### config.mk
export PLATFORM = sky130hd
export DESIGN_NAME = apb_spi_regs_flat
export DESIGN_NICKNAME = d
export VERILOG_FILES = /design/src/rtl/apb_spi_regs_if.sv /design/src/rtl/apb_spi_regs.sv /design/src/flat_wrapper.sv
export SDC_FILE = /design/constraint.sdc
export NUM_CORES = 1
export LEC_CHECK = 0
export CAP_MARGIN = 10
export CORE_ASPECT_RATIO = 0.5
export CORE_MARGIN = 4
export CORE_UTILIZATION = 46
export CTS_CLUSTER_DIAMETER = 50
export CTS_CLUSTER_SIZE = 10
export DETAILED_ROUTE_END_ITERATION = 16
export HOLD_SLACK_MARGIN = 0.06
export PLACE_DENSITY = 0.85
export SLEW_MARGIN = 30
export SYNTH_ARGS = -nofsm -noshare
export SYNTH_HDL_FRONTEND = slang
export SYNTH_SLANG_ARGS = --single-unit
### constraint.sdc
create_clock -name clk_i -period 2.75 [get_ports clk_i]
set_input_delay 0.55 -clock clk_i [delete_from_list [all_inputs] [get_ports clk_i]]
set_output_delay 0.55 -clock clk_i [all_outputs]
set_load 0.05 [all_outputs]
### src/rtl/apb_spi_regs_if.sv
// APB3 bus bundle between the CPU-side master and the SPI register block.
// The master modport drives the request; the slave modport drives the response.
interface apb_spi_regs_if #(
    parameter int unsigned ADDR_W = 4
);
    logic              psel;
    logic              penable;
    logic              pwrite;
    logic [ADDR_W-1:0] paddr;
    logic [31:0]       pwdata;
    logic [31:0]       prdata;
    logic              pready;
    logic              pslverr;

    modport master (
        output psel, penable, pwrite, paddr, pwdata,
        input  prdata, pready, pslverr
    );

    modport slave (
        input  psel, penable, pwrite, paddr, pwdata,
        output prdata, pready, pslverr
    );
endinterface

### src/rtl/apb_spi_regs.sv
// APB3 register front end for the SPI master: TX FIFO, send sequencer towards
// the SPI control block, RX capture, status and a registered interrupt.
module apb_spi_regs #(
    parameter int unsigned DATA_W     = 8,
    parameter int unsigned FIFO_DEPTH = 4,
    parameter int unsigned ADDR_W     = 4
) (
    input  logic              clk_i,
    input  logic              nrst_i,
    apb_spi_regs_if.slave     apb,
    output logic              send_o,
    output logic [DATA_W-1:0] tx_data_o,
    input  logic              done_i,
    input  logic [DATA_W-1:0] rx_data_i,
    output logic              irq_o
);

    localparam int unsigned PtrW = $clog2(FIFO_DEPTH);
    localparam int unsigned CntW = PtrW + 1;

    localparam logic [ADDR_W-3:0] IdxTx   = (ADDR_W-2)'(0);
    localparam logic [ADDR_W-3:0] IdxRx   = (ADDR_W-2)'(1);
    localparam logic [ADDR_W-3:0] IdxSt   = (ADDR_W-2)'(2);
    localparam logic [ADDR_W-3:0] IdxCtrl = (ADDR_W-2)'(3);

    typedef enum logic [0:0] {StIdle, StBusy} state_e;

    state_e            state_q, state_d;
    logic [DATA_W-1:0] mem_q [FIFO_DEPTH];
    logic [PtrW-1:0]   wr_ptr_q, wr_ptr_d;
    logic [PtrW-1:0]   rd_ptr_q, rd_ptr_d;
    logic [CntW-1:0]   count_q, count_d;
    logic              send_q, send_d;
    logic [DATA_W-1:0] tx_data_q, tx_data_d;
    logic [DATA_W-1:0] rx_q, rx_d;
    logic              rx_valid_q, rx_valid_d;
    logic              overrun_q, overrun_d;
    logic              enable_q, enable_d;
    logic              irq_en_q, irq_en_d;
    logic              irq_q, irq_d;

    logic              access, wr, rd;
    logic [ADDR_W-3:0] word_idx;
    logic              fifo_full, fifo_empty, busy;
    logic              push, pop, rx_rd, ovr_clr, ctrl_wr, done_evt;
    logic [31:0]       status_word;
    logic [31:0]       rdata;
    logic              err;

    assign access   = apb.psel & apb.penable;
    assign wr       = access & apb.pwrite;
    assign rd       = access & ~apb.pwrite;
    assign word_idx = apb.paddr[ADDR_W-1:2];

    assign fifo_full  = (count_q == CntW'(FIFO_DEPTH));
    assign fifo_empty = (count_q == '0);
    assign busy       = (state_q == StBusy);
    assign done_evt   = busy & done_i;

    // A push into a full FIFO is still accepted when the head leaves in the same cycle.
    assign push    = wr & (word_idx == IdxTx) & (~fifo_full | pop);
    assign rx_rd   = rd & (word_idx == IdxRx);
    assign ovr_clr = wr & (word_idx == IdxSt) & apb.pwdata[4];
    assign ctrl_wr = wr & (word_idx == IdxCtrl);

    always_comb begin
        status_word      = '0;
        status_word[0]   = busy;
        status_word[1]   = fifo_full;
        status_word[2]   = fifo_empty;
        status_word[3]   = rx_valid_q;
        status_word[4]   = overrun_q;
        status_word[7:5] = 3'(count_q);
    end

    always_comb begin
        rdata = '0;
        err   = 1'b0;
        if (access) begin
            case (word_idx)
                IdxTx: begin
                    if (apb.pwrite) err = fifo_full & ~pop;
                    else            err = 1'b1;
                end
                IdxRx: begin
                    if (apb.pwrite) err = 1'b1;
                    else            rdata = 32'(rx_q);
                end
                IdxSt: begin
                    if (!apb.pwrite) rdata = status_word;
                end
                IdxCtrl: begin
                    if (!apb.pwrite) rdata = {30'b0, irq_en_q, enable_q};
                end
                default: err = 1'b1;
            endcase
        end
    end

    assign apb.prdata  = rdata;
    assign apb.pslverr = err;
    assign apb.pready  = 1'b1;

    // Send sequencer: a frame is launched only from idle, so the next send
    // cannot appear before the cycle following done.
    always_comb begin
        state_d = state_q;
        pop     = 1'b0;
        unique case (state_q)
            StIdle: begin
                if (enable_q && !fifo_empty) begin
                    pop     = 1'b1;
                    state_d = StBusy;
                end
            end
            StBusy: begin
                if (done_i) state_d = StIdle;
            end
            default: state_d = StIdle;
        endcase
    end

    always_comb begin
        wr_ptr_d  = push ? wr_ptr_q + PtrW'(1) : wr_ptr_q;
        rd_ptr_d  = pop ? rd_ptr_q + PtrW'(1) : rd_ptr_q;
        count_d   = count_q;
        if (push && !pop)      count_d = count_q + CntW'(1);
        else if (!push && pop) count_d = count_q - CntW'(1);
        send_d    = pop;
        tx_data_d = pop ? mem_q[rd_ptr_q] : tx_data_q;
        rx_d      = done_evt ? rx_data_i : rx_q;
    end

    // A read racing with done returns the old byte and leaves rx_valid set
    // without flagging overrun; a new overrun beats a concurrent clear.
    always_comb begin
        rx_valid_d = rx_valid_q;
        overrun_d  = overrun_q;
        if (done_evt)   rx_valid_d = 1'b1;
        else if (rx_rd) rx_valid_d = 1'b0;
        if (done_evt && rx_valid_q && !rx_rd) overrun_d = 1'b1;
        else if (ovr_clr)                     overrun_d = 1'b0;
        enable_d = ctrl_wr ? apb.pwdata[0] : enable_q;
        irq_en_d = ctrl_wr ? apb.pwdata[1] : irq_en_q;
        irq_d    = irq_en_q & (rx_valid_q | overrun_q);
    end

    always_ff @(posedge clk_i or negedge nrst_i) begin
        if (!nrst_i) begin
            state_q    <= StIdle;
            wr_ptr_q   <= '0;
            rd_ptr_q   <= '0;
            count_q    <= '0;
            send_q     <= 1'b0;
            tx_data_q  <= '0;
            rx_q       <= '0;
            rx_valid_q <= 1'b0;
            overrun_q  <= 1'b0;
            enable_q   <= 1'b0;
            irq_en_q   <= 1'b0;
            irq_q      <= 1'b0;
        end else begin
            state_q    <= state_d;
            wr_ptr_q   <= wr_ptr_d;
            rd_ptr_q   <= rd_ptr_d;
            count_q    <= count_d;
            send_q     <= send_d;
            tx_data_q  <= tx_data_d;
            rx_q       <= rx_d;
            rx_valid_q <= rx_valid_d;
            overrun_q  <= overrun_d;
            enable_q   <= enable_d;
            irq_en_q   <= irq_en_d;
            irq_q      <= irq_d;
        end
    end

    // Storage needs no reset: the pointers and count define which entries are live.
    always_ff @(posedge clk_i) begin
        if (push) mem_q[wr_ptr_q] <= apb.pwdata[DATA_W-1:0];
    end

    assign send_o    = send_q;
    assign tx_data_o = tx_data_q;
    assign irq_o     = irq_q;

endmodule
### src/flat_wrapper.sv
// flat-port wrapper written by rule: the top's interface ports become plain ports
module apb_spi_regs_flat 
#(
    parameter int unsigned DATA_W     = 8,
    parameter int unsigned FIFO_DEPTH = 4,
    parameter int unsigned ADDR_W     = 4
)
  (clk_i, nrst_i, send_o, tx_data_o, done_i, rx_data_i, irq_o, apb_psel, apb_penable, apb_pwrite, apb_paddr, apb_pwdata, apb_prdata, apb_pready, apb_pslverr);
  apb_spi_regs_if #(.ADDR_W(ADDR_W)) apb_i ();
  input  logic clk_i;
  input  logic nrst_i;
  output logic send_o;
  output logic [DATA_W-1:0] tx_data_o;
  input  logic done_i;
  input  logic [DATA_W-1:0] rx_data_i;
  output logic irq_o;
  input wire logic [$bits(apb_i.psel)-1:0] apb_psel;
  input wire logic [$bits(apb_i.penable)-1:0] apb_penable;
  input wire logic [$bits(apb_i.pwrite)-1:0] apb_pwrite;
  input wire logic [$bits(apb_i.paddr)-1:0] apb_paddr;
  input wire logic [$bits(apb_i.pwdata)-1:0] apb_pwdata;
  output wire logic [$bits(apb_i.prdata)-1:0] apb_prdata;
  output wire logic [$bits(apb_i.pready)-1:0] apb_pready;
  output wire logic [$bits(apb_i.pslverr)-1:0] apb_pslverr;
  assign apb_i.psel = apb_psel;
  assign apb_i.penable = apb_penable;
  assign apb_i.pwrite = apb_pwrite;
  assign apb_i.paddr = apb_paddr;
  assign apb_i.pwdata = apb_pwdata;
  assign apb_prdata = apb_i.prdata;
  assign apb_pready = apb_i.pready;
  assign apb_pslverr = apb_i.pslverr;
  apb_spi_regs #(.DATA_W(DATA_W), .FIFO_DEPTH(FIFO_DEPTH), .ADDR_W(ADDR_W)) u_core (.clk_i(clk_i), .nrst_i(nrst_i), .apb(apb_i), .send_o(send_o), .tx_data_o(tx_data_o), .done_i(done_i), .rx_data_i(rx_data_i), .irq_o(irq_o));
endmodule
* Word-level counts from Yosys, hierarchy flattened
Memories as Yosys holds them, arrays and structs flattened. A register that Yosys moved wholly into a read port is not among the register bits.
Index checks and enable logic that the tools add are counted.
** Storage, ports and cells
- Logic and storage cells :: 74
- Memory bits (writable) :: 32
- Memories :: 1
- Flip-flop bits (word level) :: 22
- Output and inout bits :: 44
** Operators by class
- Mux-type cells :: 21
- Equal/unequal tests :: 4
- Bitwise gates (word level) :: 18
- Add/subtract/negate cells :: 4
- Reductions and logical operators :: 15
** Memories
- u_core.mem_q :: words 4, width 8, read ports 1, clocked after Yosys merged registers in 1, wr ports 1, line apb_spi_regs.sv:29 : logic [DATA_W-1:0] mem_q [FIFO_DEPTH];
** Operators with widths (count)
- $pmux W32 S3 :: 1
- $mux W32 :: 1
- $mux W8 :: 2
- $and A1 B1 Y1 :: 12
- $mux W1 :: 12
- $mux W3 :: 2
- $reduce_bool A2 Y1 :: 3
- $logic_and A1 B1 Y1 :: 5
- $logic_not A1 Y1 :: 5
- $add A2 B1 Y2 const B :: 2
- $eq A2 B2 Y1 const B :: 2
- $not A1 Y1 :: 4
- $pmux W1 S2 :: 2
- $add A3 B1 Y3 const B :: 1
- $eq A3 B3 Y1 const B :: 1
- $logic_not A3 Y1 :: 1
- $sub A3 B1 Y3 const B :: 1
- $eq A2 B1 Y1 const B :: 1
- $logic_not A2 Y1 :: 1
- $mux W2 :: 1
- $or A1 B1 Y1 :: 2

* Longest topological paths before layout
Gate-level depths: netlist (run 1).
- Word-level depth :: 11
- Gate-level depth with buffers :: 9

* Worst setup path after synthesis (run 1)
Ideal clock, no wire load.
- Path kind :: register to output
- Start point :: reg u_core.count_q[0]
- End point :: out apb_prdata[1]
- Setup slack :: 0.037 ns
- Arrival time :: 2.163 ns
- Cell stages (with the launch flop) :: 4
- Required time :: 2.200 ns
- Cells stage by stage :: dfrtp_1 nor3b_2 nand2_1 a311oi_1
** On the way
- Longest elaborated chain between the ends :: 4
** Ends and longest elaborated chain
- from (decl) :: line apb_spi_regs.sv:32 : logic [CntW-1:0] count_q, count_d;
- from (signal assigned) :: line apb_spi_regs.sv:166 : count_q <= count_d;
- $eq A3 B3 Y1 :: line apb_spi_regs.sv:55 : assign fifo_full = (count_q == CntW'(FIFO_DEPTH));
- $mux W8 :: line apb_spi_regs.sv:90 : if (!apb.pwrite) rdata = status_word;
- $pmux W32 S3 :: line apb_spi_regs.sv:80 : case (word_idx)
- $mux W32 :: line apb_spi_regs.sv:79 : if (access) begin
- to (decl) :: line flat_wrapper.sv:22 : output wire logic [$bits(apb_i.prdata)-1:0] apb_prdata;
Every way passes these cells.

* Worst setup path in the final report (run 1)
- Start point :: in apb_paddr[2]
- End point :: out apb_prdata[2]
** On the way
- Longest elaborated chain between the ends :: 3
- Elaborated cells between the ends (all ways) :: 5
- Those cells by class :: eq/ne: 3; mux: 2
** Ends and longest elaborated chain
- from (decl) :: line flat_wrapper.sv:20 : input wire logic [$bits(apb_i.paddr)-1:0] apb_paddr;
- $eq A2 B2 Y1 / $eq A2 B1 Y1 (equally long branches) :: line apb_spi_regs.sv:80
- $pmux W32 S3 * :: line apb_spi_regs.sv:80
- $mux W32 * :: line apb_spi_regs.sv:79
Every way passes the cells marked *; elsewhere a longest branch is shown, timed or not.

==> results by group, run 1 <==
Placement
  • Placed insts: approximately 310
  • Final weighted congestion in routability-driven placement: ~0.78
  • Half-perimeter wire length after detailed placement: between 3 and 4 mm
  • Number of input and output port buffers inserted: 42

Global routing
  • Total routing resource utilization after global routing: 0.158
  • Number of antenna violations at the first check in global routing: 0
  • Global-route wire length before repair: roughly 9 mm
  • Maximum number of pins on one net before global-route repair: 31
  • GR Overflow Total: 0
  • Via count of the first global-routing pass: about 1700

Clocking
  • Hold buffers post-CTS: 0
  • Deepest level of the CTS H-tree: 3
  • Worst-skew pair later-pin latency: about 330 ps
  • Post-CTS setup buffers: 0
  • Gates resized, CTS repair: 0
  • Register clock-pin slew on the reported worst setup and hold paths: 50 ps
  • Root cell of the clock tree: sky130_fd_sc_hd__clkbuf_16
  • Cts bufs inserted: 9
  • CTS sink count: 62
  • CTS tree: yes
  • Deepest clock path buffer count: 2

STA
  • Min cycle time layout: between 2000 and 3000 ps
  • Max-slew headroom at the worst pin: 0.614
  • Final Cycle Share: 0.964
  • Final number of max-transition violations: 0
  • Setup skew after layout: between 6 and 7 ps
  • Setup tns final: 0 ps
  • Measured slew at the worst slew-check pin: ~580 ps
  • FMAX: between 300 and 400 MHz
  • Total of endpoints with negative setup slack in the final report: 0
  • Setup repair after global routing missed its margin: no
  • Endpoints failing hold: 0

Floorplanning
  • Total number of placement rows: 19
  • Effective utilization at floorplan: 0.497
  • Area enclosed by the die boundary: between 7000 and 8000 µm²
  • Standard cell core area: about 5700 µm²
  • Die boundary height: ~64 µm
  • X dimension of the die: between 100 and 150 µm
  • I/O pin cnt: 94

Power
  • VDD IR max: around 580 µV
  • Lkg Pwr: ~1.4 nW
  • P per Cell Area: around 1000 nW/µm²

Yosys
  • Post-synth top flop: sky130_fd_sc_hd__edfxtp_1
  • Syn Area/Cell: about 15 µm²
  • Top cells by area, synth: sky130_fd_sc_hd__edfxtp_1, sky130_fd_sc_hd__dfrtp_1, sky130_fd_sc_hd__buf_4, sky130_fd_sc_hd__mux4_2, sky130_fd_sc_hd__mux2_4
  • Leading cell types by count after synthesis: sky130_fd_sc_hd__edfxtp_1, sky130_fd_sc_hd__dfrtp_1, sky130_fd_sc_hd__buf_4
  • Synth Instances: between 150 and 200
  • Netlist area before placement: about 2800 µm²
  • Fraction of post-synthesis cell area in the top cell type by area: 0.338
  • Number of enable-type register cells in the synthesized netlist: 32
  • Ys Warns: 0
  • Number of register bits inferred by synthesis: 62
  • Most common cell in the netlist: sky130_fd_sc_hd__edfxtp_1
  • Post-synthesis cell type with the largest combined area: sky130_fd_sc_hd__edfxtp_1
  • FFs w/ async S/R, synth: 0.484
  • Post-synthesis cell type count: 35
  • Sequential element share of the synthesized area: 0.602

Finish
  • Register area: 1710 µm²
  • Number of antenna cells inserted: 0
  • Synthesis-to-layout area growth: 28.2%
  • Final non-filler cell total: 330
  • Share of post-route cells with drive strength above 1: 0.260
  • Count of filler cells inserted in the layout: 390
  • Number of nets at the end of the flow: between 200 and 300
  • Multi-input combinational cell area: a little under 1000 µm²

Route
  • Post-route DRC: 0
  • Detailed-route vias per instance: roughly 4.9
  • Total wire length: about 5.4 mm
  • Routed WL per cell: between 15 and 20 µm
  • Antenna Violating Nets Remaining: 0
  • Via count of the routed design: between 1500 and 2000
  • DRT Pass-1 Iters: 4
  • Initial DRC Count: 77

Worst setup path
  • Master of the slowest instance on the critical path: sky130_fd_sc_hd__clkdlybuf4s50_1
  • Category of the critical setup timing path: input pin to output port
  • Maximum net fanout on the critical path: 7
  • Launching element type of the critical path: input pin
  • Critical Path, Cell by Cell: clkdlybuf4s50_1 -> nor2b_1 -> a22oi_1 -> nor2_1 -> buf_12
  • Worst endpoint required time: roughly 2200 ps
  • R2R Setup Slk: around 600 ps
  • Arrival time at the worst endpoint: ~2100 ps
  • Capturing element type of the critical path: output port
  • Largest incremental delay on the critical path: between 500 and 600 ps

Flow run
  • Maximum capacitance violations: 0

Status
  • Run status: finished, final reports clean

Worst hold path
  • Worst Hold Class: flip-flop to flip-flop
## report_power, final
part	switching [mW]	internal [mW]	total, mW
Sequential	0.227	1.20	1.42
Clock	0.384	0.604	0.988
Combinational	0.640	0.591	1.23
## metrics by stage
stage | hold slack, ps | util | instance area (µm²) | setup slack, ps | power, mW
after CTS | 510 | 0.637 | 3650 | 112 | 3.67
after global placement | 492 | 0.590 | 3380 | 159 | 2.61
after global routing | 528 | 0.637 | 3650 | 9.27 | 3.84
final | 506 | 0.637 | 3650 | 97.9 | 3.64
after detailed placement | 498 | 0.590 | 3380 | 121 | 2.67
after floorplan | 254 | - | 2930 | 36.9 | 2.34
## layout by cell type (no fill, tap or decap), types with 2 or more instances in the layout
| cell | synthesis | routed |
|---|---|---|
| sky130_fd_sc_hd__clkinvlp_4 | 0 | 2 |
| sky130_fd_sc_hd__mux2_2 | 12 | 12 |
| sky130_fd_sc_hd__nand3b_1 | 2 | 2 |
| sky130_fd_sc_hd__a21oi_1 | 2 | 2 |
| sky130_fd_sc_hd__ha_1 | 5 | 5 |
| sky130_fd_sc_hd__a22oi_1 | 7 | 7 |
| sky130_fd_sc_hd__dfrtp_1 | 30 | 30 |
| sky130_fd_sc_hd__clkinv_2 | 0 | 3 |
| sky130_fd_sc_hd__mux2_4 | 9 | 9 |
| sky130_fd_sc_hd__nor2_1 | 9 | 9 |
| sky130_fd_sc_hd__xnor2_1 | 4 | 4 |
| sky130_fd_sc_hd__buf_12 | 0 | 9 |
| sky130_fd_sc_hd__nor3_1 | 2 | 2 |
| sky130_fd_sc_hd__xor2_1 | 2 | 2 |
| sky130_fd_sc_hd__buf_4 | 25 | 5 |
| sky130_fd_sc_hd__edfxtp_1 | 32 | 32 |
| sky130_fd_sc_hd__o21ai_0 | 3 | 3 |
| sky130_fd_sc_hd__clkbuf_16 | 0 | 9 |
| sky130_fd_sc_hd__inv_1 | 5 | 5 |
| sky130_fd_sc_hd__conb_1 | 2 | 25 |
| sky130_fd_sc_hd__clkdlybuf4s50_1 | 0 | 33 |
| sky130_fd_sc_hd__mux4_2 | 8 | 8 |
| sky130_fd_sc_hd__nand2b_1 | 3 | 3 |
| sky130_fd_sc_hd__nor2b_1 | 3 | 3 |
| sky130_fd_sc_hd__and2_1 | 4 | 4 |
| sky130_fd_sc_hd__nand2_1 | 4 | 4 |
## kinds of logic after synthesis
kind of cell	synth area share
DFF	0.602
buffers and inverters	0.0809
and+or+nand+nor	0.0664
muxes	0.158
AOI/OAI and AO/OA	0.0427
adders and majority gates	0.0290
xor gates and xnor gates	0.0185
other	0.00264
## state kept, by name, indices dropped and copies added (netlist names)
name and count:
u_core.count_q 3, u_core.send_o 1, u_core.irq_o 1, u_core.enable_q 1, u_core.rx_q 8, u_core.wr_ptr_q 2, u_core.overrun_q 1, u_core.irq_en_q 1
u_core.mem_q 32, u_core.rd_ptr_q 2, u_core.rx_valid_q 1, u_core.tx_data_o 8, u_core.busy 1
## area by class of cell
class                           instances  area share
Clock inverter                          6      0.0106
Clock buffer                           10      0.0628
Tap cell                               84      0.0288
Inverter                                6     0.00686
Sequential cell                        62       0.469
Multi-Input combinational cell        115       0.271
Timing Repair Buffer                   47       0.150
## metal layers
| layer | track usage | vias up | part of all wire |
|---|---|---|---|
| met3 | 0.0697 | 14 | 0.065 |
| met2 | 0.267 | 70 | 0.51 |
| met4 | 0.0563 | 0 | 0.020 |
| met5 | 0 | - | 0 |
| met1 | 0.179 | 789 | 0.40 |
| li1 | - | 737 | - |
## path summary, 6_finish.rpt
kind                              startpoint                  end  depth (start not counted)
max                             apb_paddr[2]        apb_prdata[2]                          5
min                           u_core.rx_q[4]       u_core.rx_q[4]                          1
max reg2reg                u_core.count_q[0]    u_core.count_q[2]                          8
min reg2reg                   u_core.rx_q[4]       u_core.rx_q[4]                          1
max in group asynchronous             nrst_i       u_core.rx_q[6]                          2
min in group asynchronous             nrst_i  u_core.tx_data_o[7]                          2
## worst max-delay path, delay by kind of cell
family / cells / cell delay, ps
buf+inv: 2 / 720
simple gates: 2 / 660
compound gates: 1 / 160
Note: power is estimated with default switching activity, not from simulation.
==> inputs of run 2 (changes only) <==
Settings changed: ABC_AREA set to 1, CORE_UTILIZATION 46 to 47.
==> run 2 against run 1 <==
  * Combinational power is essentially flat
  * Design area grew 8.5%
  * Register-to-register slack lost 40 ps
  * Global-route usage grew 1.0 points
  * Highest routed layer unchanged
  * Count of clock-buffer cells in the layout grew 3
  * First-iteration DRC count shrank 9.1%
  * Worst hold slack lost 26 ps
  * Utilization shrank 0.13 points
  * Routed wire length grew 14%
  * Largest cell class unchanged
==> results by group, run 2 <==
Worst setup path
  • Worst setup endpoint: apb_prdata[1]
  • Maximum net fanout on the critical path: 4
  • Cell count of the worst reg-to-reg path: 9
  • Largest incremental delay on the critical path: about 560 ps
  • Arrival time at the worst endpoint: roughly 2000 ps
  • Launching element type of the critical path: input pin
  • Critical Path, Cell by Cell: clkdlybuf4s50_1 -> nand3_4 -> a21oi_1 -> inv_1 -> nor2_1 -> buf_12
  • Worst endpoint required time: roughly 2200 ps
  • Startpoint of the worst setup timing path: apb_penable
  • Reg-to-reg critical path endpoint: u_core.count_q[2]
  • Category of the critical setup timing path: input pin to output port
  • Master of the slowest instance on the critical path: sky130_fd_sc_hd__clkdlybuf4s50_1
  • Startpoint of the lowest-slack register-to-register path: u_core.count_q[0]
  • Capturing element type of the critical path: output port
  • R2R Setup Slk: about 560 ps

Yosys
  • Fraction of post-synthesis cell area in the top cell type by area: 0.309
  • Post-synthesis cell type with the largest combined area: sky130_fd_sc_hd__edfxtp_1
  • Post-synthesis cell type count: 25
  • Sequential element share of the synthesized area: 0.550
  • Post-synth top flop: sky130_fd_sc_hd__edfxtp_1
  • Netlist area before placement: slightly above 3000 µm²
  • FFs w/ async S/R, synth: 0.484
  • Number of register bits inferred by synthesis: 62
  • Leading cell types by count after synthesis: sky130_fd_sc_hd__nand2_1, sky130_fd_sc_hd__inv_1, sky130_fd_sc_hd__edfxtp_1
  • Number of enable-type register cells in the synthesized netlist: 32
  • Top cells by area, synth: sky130_fd_sc_hd__edfxtp_1, sky130_fd_sc_hd__dfrtp_1, sky130_fd_sc_hd__nand2_1, sky130_fd_sc_hd__inv_1, sky130_fd_sc_hd__buf_4
  • Most common cell in the netlist: sky130_fd_sc_hd__nand2_1
  • Synth Instances: 359
  • Syn Area/Cell: roughly 8.7 µm²
  • Ys Warns: 0

Global routing
  • Number of antenna violations at the first check in global routing: 0
  • Total routing resource utilization after global routing: 0.168
  • GR Overflow Total: 0
  • Global-route wire length before repair: 10.2 mm
  • Via count of the first global-routing pass: between 2000 and 2500
  • Maximum number of pins on one net before global-route repair: 31

Placement
  • Final weighted congestion in routability-driven placement: between 0.7 and 0.8
  • Placed insts: slightly below 500
  • Number of input and output port buffers inserted: 42
  • Half-perimeter wire length after detailed placement: ~4.3 mm

Floorplanning
  • Die boundary height: ~66 µm
  • I/O pin cnt: 94
  • Effective utilization at floorplan: 0.500
  • Standard cell core area: between 6000 and 7000 µm²
  • X dimension of the die: around 120 µm
  • Total number of placement rows: 20
  • Area enclosed by the die boundary: approximately 8100 µm²

Power
  • P per Cell Area: a little under 1000 nW/µm²
  • Clock Power Share: 0.317
  • Internal power: 2.42 mW
  • Lkg Pwr: a little under 2 nW
  • VDD IR max: about 470 µV
  • Part of the power in registers: 0.364
  • Combinational share of power: 0.319
  • Switching power summed over all nets: roughly 1.4 mW
  • Switching share of power: 0.364

Finish
  • Number of flip-flops under the largest register name: 32
  • Top reg by flops: u_core.mem_q
  • Count of filler cells inserted in the layout: approximately 480
  • Share of post-route cells with drive strength above 1: 0.104
  • Top library cells by usage in the layout, fill and taps aside: sky130_fd_sc_hd__nand2_1, sky130_fd_sc_hd__inv_1, sky130_fd_sc_hd__clkdlybuf4s50_1, sky130_fd_sc_hd__edfxtp_1, sky130_fd_sc_hd__dfrtp_1
  • Final non-filler cell total: approximately 500
  • Number of antenna cells inserted: 0
  • Commonest non-fill, non-tap cell in the layout: sky130_fd_sc_hd__nand2_1
  • Register area: 1710 µm²
  • Number of nets at the end of the flow: approximately 470
  • Synthesis-to-layout area growth: 27.2%
  • Multi-input combinational cell area: 1010 µm²

STA
  • Endpoints failing hold: 0
  • Measured slew at the worst slew-check pin: around 700 ps
  • Max-slew headroom at the worst pin: 0.542
  • Final number of max-transition violations: 0
  • Final Cycle Share: 0.918
  • Setup skew after layout: between 5 and 6 ps
  • Setup tns final: 0 ps
  • Worst Hold Slack: 480 ps
  • Setup repair after global routing missed its margin: no
  • Min cycle time layout: 2520 ps
  • FMAX: ~400 MHz
  • Total of endpoints with negative setup slack in the final report: 0

Clocking
  • Worst-skew pair later-pin latency: between 300 and 400 ps
  • CTS tree: yes
  • Deepest level of the CTS H-tree: 3
  • Gates resized, CTS repair: 0
  • Hold buffers post-CTS: 0
  • Cts bufs inserted: 9
  • Deepest clock path buffer count: 2
  • Post-CTS setup buffers: 0
  • CTS sink count: 62
  • Root cell of the clock tree: sky130_fd_sc_hd__clkbuf_16
  • Register clock-pin slew on the reported worst setup and hold paths: approximately 50 ps

Route
  • Detailed-route vias per instance: 4.53
  • Routed WL per cell: between 10 and 15 µm
  • Initial DRC Count: 70
  • DRT Pass-1 Iters: 4
  • Post-route DRC: 0
  • Total wire length: between 6 and 7 mm
  • Antenna Violating Nets Remaining: 0
  • Via count of the routed design: 2281

Worst hold path
  • Worst Hold Class: flip-flop to flip-flop

Status
  • Run status: finished, final reports clean

Flow run
  • Maximum capacitance violations: 0
[run 2: kinds of logic (layout without fill, tap and decap cells)]
kind of cell    count (synthesis)  count (layout)  share of synthesized area
other cells                     2              25                    0.00241
compound gates                  8               8                     0.0137
buf+inv                        95             128                      0.153
simple gates                  182             182                      0.243
xor+xnor                        4               4                     0.0113
fa+ha+maj                       6               6                     0.0265
flops                          62              62                      0.550
[run 2: how the worst min path moves through the flow]
stage | startpoint | endpoint | slack (ps) | cells past startpoint
after global placement | u_core.tx_data_o[4] | u_core.tx_data_o[4] | 460 | 2
after floorplan | nrst_i | u_core.busy | 250 | 0
after global routing | u_core.tx_data_o[0] | u_core.tx_data_o[0] | 500 | 2
after CTS | u_core.rx_q[3] | u_core.rx_q[3] | 480 | 2
after detailed placement | u_core.rx_q[3] | u_core.rx_q[3] | 470 | 2
final | u_core.tx_data_o[0] | u_core.tx_data_o[0] | 480 | 2
[run 2: metal layers]
layer,up-vias,track usage,wire length [µm]
li1,1137,-,-
met3,12,0.0482,383
met4,0,0.0676,110
met1,1052,0.191,2560
met5,-,0,0
met2,80,0.300,3070
[run 2: power groups by stage]
stage	clock, mW	combinational [mW]	sequential [mW]
global route	1.27	1.36	1.41
floorplan	0	0.762	1.52
finish	1.21	1.22	1.39
detailed placement	0	1.21	1.39
CTS	1.23	1.23	1.38
global placement	0	1.17	1.38
[run 2: area by class of cell]
cell class	count	share of cell area
Clock buffer	13	0.0657
Clock inverter	3	0.0171
Inverter	64	0.0613
Multi-Input combinational cell	225	0.255
Sequential cell	62	0.432
Tap cell	88	0.0278
Timing Repair Buffer	48	0.140
[run 2: worst max-delay path: cells and delay by family]
kind,cells,cell delay (ps)
buffers and inverters,3,800
and+or+nand+nor,2,330
AOI/OAI and AO/OA,1,280
[run 2: stage by stage]
stage | power (mW) | util | area [µm²] | setup slack [ps]
after floorplan | 2.28 | - | 3200 | 542
after global placement | 2.54 | 0.583 | 3630 | 164
after detailed placement | 2.60 | 0.583 | 3630 | 105
after CTS | 3.84 | 0.635 | 3960 | 234
after global routing | 4.04 | 0.635 | 3960 | 86.6
final | 3.81 | 0.635 | 3960 | 226
